--- config.mk ---
export PLATFORM = sky130hd
export DESIGN_NAME = dkong_dma
export DESIGN_NICKNAME = d
export VERILOG_FILES = /design/src/rtl/dkong_dma.sv
export SDC_FILE = /design/constraint.sdc
export NUM_CORES = 1
export LEC_CHECK = 0
export ABC_AREA = 1
export CORE_MARGIN = 1.5
export CORE_UTILIZATION = 49
export DETAILED_ROUTE_END_ITERATION = 12
export GPL_TIMING_DRIVEN = 0
export PLACE_DENSITY_LB_ADDON = 0.12
export SYNTH_ARGS = -nofsm -noshare
export SYNTH_HDL_FRONTEND = slang
export SYNTH_SLANG_ARGS = --single-unit
--- constraint.sdc ---
create_clock -name masterclk -period 1.7 [get_ports masterclk]
set_input_delay 0.51 -clock masterclk [delete_from_list [all_inputs] [get_ports masterclk]]
set_output_delay 0.51 -clock masterclk [all_outputs]
set_load 0.1 [all_outputs]
--- src/rtl/dkong_dma.sv ---
// -----------------------------------------------------------------------------
// dkong_dma : byte-copy DMA engine for the Donkey Kong system bus.
//
// The CPU programs source, destination and byte count through an 8-byte
// register window. Once armed and requested by dma_rdy, the engine requests
// the bus, copies CNT bytes one read/write pair at a time, releases the bus
// and pulses done.
//
// Ports
//   masterclk  system clock, all logic on the rising edge
//   rst_n      asynchronous active-low reset
//   ena        register-window select, offset = ibus.addr[2:0]
//   ibus       CPU master bus (register writes use addr, dmaster, wrn)
//   obus       register read data, mwait tied high
//   dma_rdy    transfer request level
//   busrq_n    bus request to the CPU (active low)
//   busak_n    bus acknowledge from the CPU (active low)
//   mbus       DMA master bus (addr, dmaster, rdn, wrn, inta)
//   sbus       slave bus read data and wait
//   msel       high while the DMA owns the bus
//   done       one-cycle pulse at the end of a transfer
//
// Configuration
//   DKONG_DMA_READBACK_EN  when defined, registers read back through obus;
//                          otherwise obus.dslave is FFh and no read mux exists.
// -----------------------------------------------------------------------------

package z80_bus_pkg;
  typedef struct packed {
    logic [15:0] addr;
    logic [7:0]  dmaster;
    logic        rdn;
    logic        wrn;
    logic        inta;
  } Z80MasterBus;

  typedef struct packed {
    logic [7:0] dslave;
    logic       mwait;
  } Z80SlaveBus;
endpackage

module dkong_dma
  import z80_bus_pkg::*;
#(
  parameter int RD_CYCLES = 2,
  parameter int WR_CYCLES = 2
) (
  input  logic        masterclk,
  input  logic        rst_n,
  input  logic        ena,
  input  Z80MasterBus ibus,
  output Z80SlaveBus  obus,
  input  logic        dma_rdy,
  output logic        busrq_n,
  input  logic        busak_n,
  output Z80MasterBus mbus,
  input  Z80SlaveBus  sbus,
  output logic        msel,
  output logic        done
);

  localparam int MAXC = (RD_CYCLES > WR_CYCLES) ? RD_CYCLES : WR_CYCLES;
  localparam int CW   = $clog2(MAXC + 1);
  localparam logic [CW-1:0] RD_LAST = CW'(RD_CYCLES - 1);
  localparam logic [CW-1:0] WR_LAST = CW'(WR_CYCLES - 1);

  typedef enum logic [2:0] {S_IDLE, S_REQ, S_RD, S_WR, S_NEXT, S_REL} state_t;

  state_t        state_q, state_d;
  logic [CW-1:0] cyc_q;      // strobe-low cycles completed in RD / WR
  logic          wr_act_q;   // 0 = turnaround cycle at the start of WR
  logic [7:0]    data_q;
  logic [15:0]   src_q, dst_q, cnt_q;
  logic          arm_q;
  logic [15:0]   addr_q;     // last driven address, held while not in RD/WR
  logic [15:0]   addr_out;
  logic          rd_last, wr_last;
  logic          unused_ibus_bits;

  assign unused_ibus_bits = ^{ibus.addr[15:3], ibus.rdn, ibus.inta};

  assign rd_last = sbus.mwait && (cyc_q == RD_LAST);
  assign wr_last = wr_act_q && sbus.mwait && (cyc_q == WR_LAST);

  // NOTE: every variable driven here gets a default before the case, so no
  // path leaves it unassigned and no latch is inferred.
  always_comb begin
    state_d = state_q;
    unique case (state_q)
      S_IDLE: if (arm_q && dma_rdy) state_d = S_REQ;
      // An empty transfer never waits for the grant.
      S_REQ:  if (cnt_q == 16'd0) state_d = S_REL;
              else if (!busak_n) state_d = S_RD;
      S_RD:   if (rd_last) state_d = S_WR;
      S_WR:   if (wr_last) state_d = S_NEXT;
      // cnt_q == 1 means the count reaches zero on this decrement.
      S_NEXT: state_d = (cnt_q == 16'd1) ? S_REL : S_RD;
      S_REL:  state_d = S_IDLE;
      default: state_d = S_IDLE;
    endcase
  end

  // Bus outputs decode the state directly so that an asynchronous reset
  // drops strobes and releases the bus without waiting for a clock edge.
  always_comb begin
    busrq_n = 1'b1;
    msel    = 1'b0;
    addr_out = addr_q;
    unique case (state_q)
      S_REQ:  busrq_n = 1'b0;
      S_RD:   begin busrq_n = 1'b0; msel = 1'b1; addr_out = src_q; end
      S_WR:   begin busrq_n = 1'b0; msel = 1'b1; addr_out = dst_q; end
      S_NEXT: begin busrq_n = 1'b0; msel = 1'b1; end
      default: ;
    endcase
    done = (state_q == S_REL);
    mbus = '{addr:    addr_out,
             dmaster: data_q,
             rdn:     (state_q != S_RD),
             wrn:     !((state_q == S_WR) && wr_act_q),
             inta:    1'b1};
  end

  // NOTE: sequential state uses non-blocking assignments so every register
  // sees pre-edge values regardless of statement order.
  always_ff @(posedge masterclk or negedge rst_n) begin
    if (!rst_n) state_q <= S_IDLE;
    else        state_q <= state_d;
  end

  // NOTE: the register file is a handful of flops, not a RAM, so all of it
  // is reset; software may read it back immediately after reset.
  always_ff @(posedge masterclk or negedge rst_n) begin
    if (!rst_n) begin
      cyc_q    <= '0;
      wr_act_q <= 1'b0;
      data_q   <= 8'h00;
      src_q    <= 16'h0000;
      dst_q    <= 16'h0000;
      cnt_q    <= 16'h0000;
      arm_q    <= 1'b0;
      addr_q   <= 16'h0000;
    end else begin
      addr_q <= addr_out;
      unique case (state_q)
        S_IDLE: begin
          if (ena && !ibus.wrn) begin
            unique case (ibus.addr[2:0])
              3'd0: src_q[7:0]  <= ibus.dmaster;
              3'd1: src_q[15:8] <= ibus.dmaster;
              3'd2: dst_q[7:0]  <= ibus.dmaster;
              3'd3: dst_q[15:8] <= ibus.dmaster;
              3'd4: cnt_q[7:0]  <= ibus.dmaster;
              3'd5: cnt_q[15:8] <= ibus.dmaster;
              3'd6: arm_q       <= ibus.dmaster[0];
              default: ;
            endcase
          end
        end
        // The strobe count only advances while the slave is not waiting.
        S_RD: begin
          if (sbus.mwait) begin
            if (rd_last) begin
              data_q <= sbus.dslave;
              cyc_q  <= '0;
            end else begin
              cyc_q <= cyc_q + CW'(1);
            end
          end
        end
        S_WR: begin
          if (!wr_act_q) begin
            wr_act_q <= 1'b1;
          end else if (sbus.mwait) begin
            if (wr_last) begin
              cyc_q    <= '0;
              wr_act_q <= 1'b0;
            end else begin
              cyc_q <= cyc_q + CW'(1);
            end
          end
        end
        S_NEXT: begin
          src_q <= src_q + 16'd1;
          dst_q <= dst_q + 16'd1;
          cnt_q <= cnt_q - 16'd1;
        end
        S_REL: arm_q <= 1'b0;
        default: ;
      endcase
    end
  end

  logic [7:0] rd_data;

`ifdef DKONG_DMA_READBACK_EN
  always_comb begin
    rd_data = 8'h00;
    unique case (ibus.addr[2:0])
      3'd0: rd_data = src_q[7:0];
      3'd1: rd_data = src_q[15:8];
      3'd2: rd_data = dst_q[7:0];
      3'd3: rd_data = dst_q[15:8];
      3'd4: rd_data = cnt_q[7:0];
      3'd5: rd_data = cnt_q[15:8];
      3'd6: rd_data = {(state_q != S_IDLE), 6'b0, arm_q};
      default: ;
    endcase
  end
`else
  assign rd_data = 8'hFF;
`endif

  assign obus = '{dslave: rd_data, mwait: 1'b1};

endmodule

==> impl_metrics.tcl <==
set metrics [dict create \
    ys.warnings.count 0 \
    synth-seq-area-share_pct 40.7 \
    timing.hold.worst.class "in -> async" \
    tritoncts "done" \
    synth-async-reset-ratio_pct 100 \
    cts.reportedPaths.clkPinSlew_ns 0.09 \
    status "finished with violations" \
    gr-usage-all-layers_pct 30.8 \
    grt_start_max_net_pins 41 \
    synthCells 704 \
    synth-edff-count 0 \
    critical_path_class "reg -> out" \
    rsz_0062_raised_after_global_routing "true" \
    synth_ff_type "sky130_fd_sc_hd__dfrtp_1" \
    initial_core_util_pct 50.2 \
    detailedPlacementHpwl_um 10500 \
    leading_cell_type_in_the_layout_fill_and_taps_excluded "sky130_fd_sc_hd__nand2_1" \
    postLayoutCellArea_um2 6830 \
    failing_checks "setup timing" \
    max_slew_headroom_pct 62.7 \
    routabilityCongestion 1.01 \
    insertion_delay_ns 0.38 \
    vias 5290 \
    crit_path_frequent_cell "sky130_fd_sc_hd__buf_12" \
    ys_ff_latch 79 \
    fp.dieW_um 103 \
    min_period_over_period_pct 141 \
    number_of_filler_instances_in_the_final_layout 775 \
    h-tree-depth 3 \
    yosys.cell_types.count 32 \
    cts_inserted_buffers 9 \
    ant_nets 0 \
    max_slew.worst_pin.slew_ns 0.559 \
    multi_input_comb_area_um2 2810 \
    dp_cells 901 \
    mappedNetlistArea_um2 4860 \
    layout.cells.non_filler 951 \
    layout_common_cells "sky130_fd_sc_hd__nand2_1 (201), sky130_fd_sc_hd__nor2_1 (80), sky130_fd_sc_hd__dfrtp_1 (76)" \
    remaining_drc_errors 0 \
    cts_num_sinks 79 \
    critical_path.reg2reg.startpoint "state_q[1]" \
    grt_first_pass_wirelength_um 24000 \
    clock_buffer_depth 2 \
    clock_skew_ns 0.00917 \
    dpl_cell_area_um2 5720 \
    timing_hold_violations_final 0 \
    post_detailed_routing_wire_length_um 16000 \
    seq_area_um2 1980 \
    drt_pass1_iterations 7 \
    proportion_of_layout_cells_with_a_drive_suffix_above_1_pct 21.9 \
    standard_cell_rows 36 \
    globalRouteOverflowTotal 0 \
    layout.nets 858 \
    startpoint_type "flop" \
    worst_ep_arrival_time_ns 1.89 \
    clockRootBuffer "sky130_fd_sc_hd__clkbuf_8" \
    cp_max_fo 5 \
    endpoint_kind "primary output" \
    drv.max_cap_violation_count 0 \
    crit_start "state_q[2]" \
    setup-violations-final 32 \
    final_slew_viol_count 0 \
    cpPeakStageDelay_ns 0.44 \
    clock.fmax_ghz 0.417 \
    antenna_violations_before_repair 0 \
    final_critical_path_setup_slack_ns -0.697 \
    post_cts_hold_buffer_count 0 \
    cp_cell_sequence "clkinv_4 -> nand2_8 -> nor2_4 -> inv_4 -> buf_12 -> o221ai_4 -> buf_12" \
    area_growth_pct 40.5 \
    via_per_inst 5.56 \
    die_y_um 103 \
    wire_per_inst_um 16.8 \
    first_global_vias 4629 \
    period_minus_slack_ns 2.40 \
    drt_iter0_markers 422 \
    port-buffer-count 54 \
    n_antenna_cell 0 \
    synth_area_per_cell_um2 6.90 \
    placeableCoreArea_um2 9680 \
    die_area_um2 10500 \
    worst_ep_required_time_ns 1.19 \
    postLayoutCoreUtil_pct 70.5 \
    worst_path_max_delay_cell "sky130_fd_sc_hd__dfrtp_2" \
    design.portCount 80 \
]
[critical path, delay by kind of cell (launching register included)]
| family | cells | cell delay, ns |
|---|---|---|
| compound gates | 1 | 0.24 |
| buf+inv | 4 | 0.55 |
| flops | 1 | 0.44 |
| simple gates | 2 | 0.27 |
[cell usage after synthesis (4+ instances only)]
master                     instances  area (um^2)
sky130_fd_sc_hd__nor2_1           92          345
sky130_fd_sc_hd__ha_1              4         50.1
sky130_fd_sc_hd__o21ai_0          48          240
sky130_fd_sc_hd__a21oi_1          30          150
sky130_fd_sc_hd__inv_2             7         26.3
sky130_fd_sc_hd__dfrtp_1          79         1980
sky130_fd_sc_hd__buf_4            10         75.1
sky130_fd_sc_hd__nand2_2           6         37.5
sky130_fd_sc_hd__inv_1            83          312
sky130_fd_sc_hd__o21ai_1           5         25.0
sky130_fd_sc_hd__o221ai_1         12          105
sky130_fd_sc_hd__buf_2             9         45.0
sky130_fd_sc_hd__nand4_1          12         75.1
sky130_fd_sc_hd__nand2_1         211          792
sky130_fd_sc_hd__nor3_1            5         25.0
sky130_fd_sc_hd__nor2_4            4         45.0
sky130_fd_sc_hd__o211ai_1          6         45.0
sky130_fd_sc_hd__nand3_1          52          260
sky130_fd_sc_hd__a31oi_1           7         43.8
[cell families after synthesis]
kind of cell	share of synthesized area [%]
AND/OR/NAND/NOR	33.9
XOR/XNOR	1.08
adder cells (fa/ha/maj)	1.03
buffers and inverters	9.89
flip-flops	40.7
AO/OA/AOI/OAI	13.4
other	0.0772
[layer usage]
| metal | track usage [%] | part of all wire (%) |
|---|---|---|
| met5 | 0 | 0 |
| met4 | 14.8 | 4.6 |
| met3 | 7.86 | 8.5 |
| met2 | 49.0 | 47 |
| met1 | 39.3 | 39 |
[stage by stage]
stage	hold WS, ns	setup WS (ns)	setup TNS, ns
3_3_place_gp	0.463	-2.76	-267.97
2_1_floorplan	0.214	-1.41	-30.20
3_5_place_dp	0.466	-1.68	-51.96
4_1_cts	0.119	-0.739	-13.30
5_1_grt	0.134	-0.766	-15.53
6_report	0.105	-0.697	-13.49
[final cells by class]
| cell class | instances | area share (%) |
|---|---|---|
| multi-input combinational | 521 | 41.1 |
| timing repair inverter | 1 | 0.0733 |
| buffer | 23 | 3.34 |
| tap | 133 | 2.44 |
| timing repair buffer | 88 | 15.4 |
| sequential | 79 | 29.0 |
| inverter | 90 | 5.46 |
| clock buffer | 9 | 1.81 |
| clock inverter | 7 | 1.41 |
[worst paths after layout]
kind                       cells past startpoint         to  slack [ns]
setup / recovery                               7   mbus[22]       -0.70
hold / removal                                 1   cnt_q[5]        0.11
setup reg to reg                              11  src_q[15]       -0.15
hold reg to reg                                2  data_q[5]        0.50
max in group asynchronous                      2  src_q[10]        0.99
min in group masterclk                         2  data_q[5]        0.50
[registers in the layout, indices dropped and copies added, names as in the netlist]
register	count
arm_q	1
src_q	16
cnt_q	16
state_q	3
wr_act_q	1
data_q	8
dst_q	16
cyc_q	2
addr_q	16
[repair_timing]
action,4_1_cts,5_1_grt
gates cloned,1,4
gates resized for setup,270,73
buffers inserted,13,16
pin swaps,11,17
setup endpoints to repair,83,77
Power is left out: the tool's default activity adds up to more than one toggle a clock period on the data nets, which glitch-free logic cannot reach.
